**src/rtl/sass_key_tx.sv**
```systemverilog
// Key-event transmitter: samples the piano-key vector and streams one byte per
// press/release over a valid/ready link, replaying merged changes until in sync.
module sass_key_tx #(
  parameter int SAMPLE_DIV = 1000
) (
  input  logic        hwclk,
  input  logic        n_rst,
  input  logic [14:0] piano_keys,
  input  logic        tx_ready,
  output logic [7:0]  tx_data,
  output logic        tx_valid,
  output logic [14:0] key_state,
  output logic        busy
);

  localparam int CW = (SAMPLE_DIV > 2) ? $clog2(SAMPLE_DIV) : 1;

  typedef enum logic {IDLE, SEND} state_t;

  state_t          state_q, state_d;
  logic [14:0]     sync1_q, sync2_q;
  logic [14:0]     smp_q;
  logic [14:0]     rep_q, rep_d;
  logic [CW-1:0]   cnt_q;
  logic [7:0]      data_q, data_d;
  logic            valid_q, valid_d;
  logic            wrap;
  logic [14:0]     diff;
  logic            any_diff;
  logic [3:0]      lo_idx;
  logic            lo_val;

  assign wrap = (cnt_q == CW'(SAMPLE_DIV - 1));

  // Lowest differing index wins, so events leave in ascending key order.
  always_comb begin
    diff     = smp_q ^ rep_q;
    any_diff = |diff;
    lo_idx   = 4'd0;
    lo_val   = 1'b0;
    for (int i = 14; i >= 0; i--) begin
      if (diff[i]) begin
        lo_idx = 4'(i);
        lo_val = smp_q[i];
      end
    end
  end

  always_ff @(posedge hwclk or negedge n_rst) begin
    if (!n_rst) state_q <= IDLE;
    else        state_q <= state_d;
  end

  always_comb begin
    state_d = state_q;
    case (state_q)
      IDLE:    if (any_diff) state_d = SEND;
      SEND:    if (tx_ready) state_d = IDLE;
      default: state_d = IDLE;
    endcase
  end

  // The delivered byte, not the current sample, updates the reported state.
  always_comb begin
    data_d  = data_q;
    valid_d = valid_q;
    rep_d   = rep_q;
    case (state_q)
      IDLE: begin
        if (any_diff) begin
          data_d  = {lo_val, 3'b000, lo_idx};
          valid_d = 1'b1;
        end
      end
      SEND: begin
        if (tx_ready) begin
          valid_d = 1'b0;
          for (int i = 0; i < 15; i++)
            if (data_q[3:0] == 4'(i)) rep_d[i] = data_q[7];
        end
      end
      default: valid_d = 1'b0;
    endcase
  end

  always_ff @(posedge hwclk or negedge n_rst) begin
    if (!n_rst) begin
      sync1_q <= '0;
      sync2_q <= '0;
      smp_q   <= '0;
      rep_q   <= '0;
      cnt_q   <= '0;
      data_q  <= '0;
      valid_q <= 1'b0;
    end else begin
      sync1_q <= piano_keys;
      sync2_q <= sync1_q;
      cnt_q   <= wrap ? '0 : cnt_q + 1'b1;
      if (wrap) smp_q <= sync2_q;
      rep_q   <= rep_d;
      data_q  <= data_d;
      valid_q <= valid_d;
    end
  end

  assign tx_data   = data_q;
  assign tx_valid  = valid_q;
  assign key_state = rep_q;
  assign busy      = valid_q | any_diff;

endmodule

```
**config.mk**
```make
export PLATFORM = sky130hd
export DESIGN_NAME = sass_key_tx
export DESIGN_NICKNAME = d
export VERILOG_FILES = /design/src/rtl/sass_key_tx.sv
export SDC_FILE = /design/constraint.sdc
export NUM_CORES = 1
export LEC_CHECK = 0
export CAP_MARGIN = 20
export CORE_ASPECT_RATIO = 1.5
export CORE_MARGIN = 8
export CORE_UTILIZATION = 50
export DETAILED_ROUTE_END_ITERATION = 8
export PLACE_DENSITY_LB_ADDON = 0.15
export SLEW_MARGIN = 20
export SYNTH_ARGS = -nofsm -noshare
export SYNTH_HDL_FRONTEND = slang
export SYNTH_SLANG_ARGS = --single-unit
export TNS_END_PERCENT = 30
```
**constraint.sdc**
```tcl
create_clock -name hwclk -period 2.15 [get_ports hwclk]
set_input_delay 0.43 -clock hwclk [delete_from_list [all_inputs] [get_ports hwclk]]
set_output_delay 0.43 -clock hwclk [all_outputs]
set_load 0.005 [all_outputs]
```
==> impl_metrics.tcl <==
set metrics [dict create \
    outcome "complete, but fails checks" \
    violations "negative setup slack" \
    fp.dieW_microns 82.1 \
    cap_violations 0 \
    ant_nets 0 \
    critical_path_class "flip-flop to output port" \
    die_area_sq_um 9440 \
    cts_max_path_buffers 2 \
    clk_pin_slew_ns 0.07 \
    grt_pass1_vias 2331 \
    antenna_found_initial 0 \
    core_area_sq_um 6440 \
    grt_overflow_total 0 \
    ctsRootBufferMaster "clkbuf_8" \
    fin_crit_sh_pct 105 \
    final-setup-viol-count 1 \
    syn_inst 277 \
    synthArstFlopShare_pct 100 \
    crit_buf_inv 1 \
    worstSetupStartpointType "flip-flop" \
    critPathMaxFanout 2 \
    synth_top_area_cell "dfrtp_1" \
    slew_viol_final 0 \
    groute.usage.overall_pct 15.4 \
    netlist.area_leader.share_pct 58.9 \
    start_util_pct 50.8 \
    io_buffers 39 \
    tritoncts "yes" \
    arrival_ns 1.83 \
    critPathRequiredTime_ns 1.72 \
    r2r-start "key_state[14]$_DFFE_PN0P_" \
    antenna_cells 0 \
    fin_ws_ns -0.114 \
    path_cells "xnor2_2 -> nand4_2 -> nor4_4 -> or2b_1 -> buf_2" \
    dp_hpwl_mm 4.76 \
    multi_input_area_sq_um 1280 \
    finalClockSkew_ns 0.00832 \
    cts_sinks 77 \
    synth.most_common_cell "dfrtp_1" \
    hold_viol_final 0 \
    final_nets 387 \
    synth.area.top_cells "dfrtp_1 59%, mux2_2 6.9%, xnor2_1 2.9%" \
    final_cells 447 \
    drt_iter0_drc 101 \
    p_total_uw 5050 \
    design_area_sq_um 4350 \
    dr.pass1.iters 4 \
    startpoint "smp_q[7]$_DFFE_PN0N_" \
    io_pins 43 \
    setup_tns_ns -0.114 \
    postSynthRegisterBits 77 \
    end_kind "output port" \
    ys_top_cells_by_count "77 x dfrtp_1, 24 x nand2_1, 20 x mux2_2, 20 x nor2_1" \
    numCtsBuffers 9 \
    cts_htree_levels 3 \
    final_util_pct 67.5 \
    grt_max_degree 50 \
    cpLargestDelayFamily "simple AND/OR/NAND/NOR gates" \
    finalCriticalPeriod_ns 2.26 \
    hold_class "flip-flop to flip-flop" \
    power_density_nw_per_um2 1160 \
    post-route-drc-count 0 \
    rsz0062_at_grt "yes" \
    yosysSeqAreaShare_pct 58.9 \
    clock_latency_ns 0.35 \
    synth.yosys.warnings 0 \
    grt_pass1_wl_mm 11.0 \
    netlist_area_sq_um 3270 \
    ir_drop_v 0.000509 \
    p_leak_uw 0.00197 \
    areaGrowthSynthToFinish_pct 32.8 \
    cp_slowest_cell "dfrtp_1" \
    synth_edf_count 0 \
    placed_area_sq_um 4020 \
    ys_types 47 \
    syn_area_per_cell_sq_um 11.8 \
    hp-start "sync1_q[12]$_DFF_PN0_" \
    max_stage_delay_ns 0.41 \
    gp_congestion 0.807 \
    fp.dieH_microns 115 \
    num_vias 2282 \
    synth_ff_type "dfrtp_1" \
    layout-drive-gt1-share_pct 27.2 \
    drt_wl_total_mm 6.47 \
    post_drt_via_cell_ratio 5.11 \
    placed_cells 423 \
    num-fill-cells 508 \
    avgRoutedWirePerCell_microns 14.5 \
    fmax_mhz 442 \
    register_area_sq_um 1930 \
    placementRows 36 \
]
-- worst paths after layout --
check | end | slack [ns] | cells past startpoint
worst max-delay path | busy | -0.11 | 5
worst min-delay path | sync2_q[12]$_DFF_PN0_ | 0.35 | 0
worst min register to register | sync2_q[12]$_DFF_PN0_ | 0.35 | 0
min in group asynchronous | sync2_q[13]$_DFF_PN0_ | 0.55 | 2
max in group asynchronous | cnt_q[3]$_DFF_PN0_ | 1.03 | 3
worst max register to register | tx_data[7]$_DFFE_PN0P_ | 0.22 | 8
-- routing by layer --
metal / track usage (%) / part of all wire, % / vias to the layer above
li1: - / - / 1126
met1: 18.1 / 42 / 1093
met2: 24.9 / 50 / 51
met3: 4.62 / 5.3 / 12
met4: 7.18 / 2.8 / 0
met5: 0 / 0 / -
-- cell usage in the layout (no fill, tap or decap), types with 2 or more instances in the layout --
master | synthesis | final
xnor2_1 | 11 | 7
o22a_1 | 2 | 2
nor2_1 | 20 | 20
nand2b_1 | 6 | 6
nand2_1 | 24 | 24
or3_1 | 2 | 2
and4b_1 | 2 | 2
xor2_1 | 5 | 5
a21oi_1 | 5 | 5
nand3_1 | 8 | 7
bufinv_16 | 0 | 3
xnor2_2 | 5 | 9
o21ai_0 | 14 | 14
o221ai_1 | 3 | 3
nor2b_1 | 3 | 3
maj3_1 | 4 | 4
clkdlybuf4s50_1 | 0 | 37
clkinv_2 | 0 | 2
conb_1 | 1 | 3
nor3_1 | 7 | 7
a31oi_1 | 3 | 3
dfrtp_1 | 77 | 77
o21a_1 | 2 | 2
ha_1 | 2 | 2
inv_1 | 14 | 14
nor4_1 | 3 | 3
clkbuf_8 | 0 | 9
mux2_2 | 20 | 20
buf_4 | 3 | 48
nand4_1 | 4 | 4
-- flip-flops by register name, indices dropped and copies added (netlist names) --
register	flops
cnt_q	10
key_state	15
smp_q	15
state_q	1
sync1_q	15
sync2_q	15
tx_data	5
tx_valid	1
-- kinds of logic (layout without fill, tap and decap cells) --
group,count (synthesis),after routing,share of synthesized area [%]
XOR/XNOR,21,21,6.77
other,1,3,0.115
AO/OA/AOI/OAI,38,38,7.45
flip-flops,77,77,58.9
buffers and inverters,25,117,3.33
adder cells (fa/ha/maj),7,7,2.33
multiplexers,22,22,7.65
AND/OR/NAND/NOR,86,86,13.5
-- final cells by class --
class	count	share of cell area, %
clock buffers	10	2.94
clock inverters	5	2.30
inverters	14	1.21
multi-input cells	177	29.4
flip-flops and latches	77	44.3
well taps	76	2.19
repair buffers	88	17.6
-- power breakdown --
| group | switching (uW) | total (uW) | leakage, uW | internal [uW] |
|---|---|---|---|---|
| Combinational | 783 | 1930 | 0.000890 | 1150 |
| Clock | 493 | 1250 | 0.000116 | 761 |
| Sequential | 217 | 1860 | 0.000961 | 1650 |
| Total | 1490 | 5050 | 0.00197 | 3550 |
-- timing repair --
item,CTS,global route
endpoints found under the hold margin,20,0
hold buffers,1,0
setup buffers,6,2
pin swaps,8,4
setup endpoints to repair,1,1
gates resized for setup,9,0
-- per-stage QoR --
stage          setup WS (ns)  hold slack, ns
2_1_floorplan          0.279           0.134
3_3_place_gp         -0.0931           0.332
3_5_place_dp          -0.136           0.335
4_1_cts               -0.159           0.350
5_1_grt               -0.272           0.356
6_report              -0.114           0.349
Power figures use the tool's default switching activity.
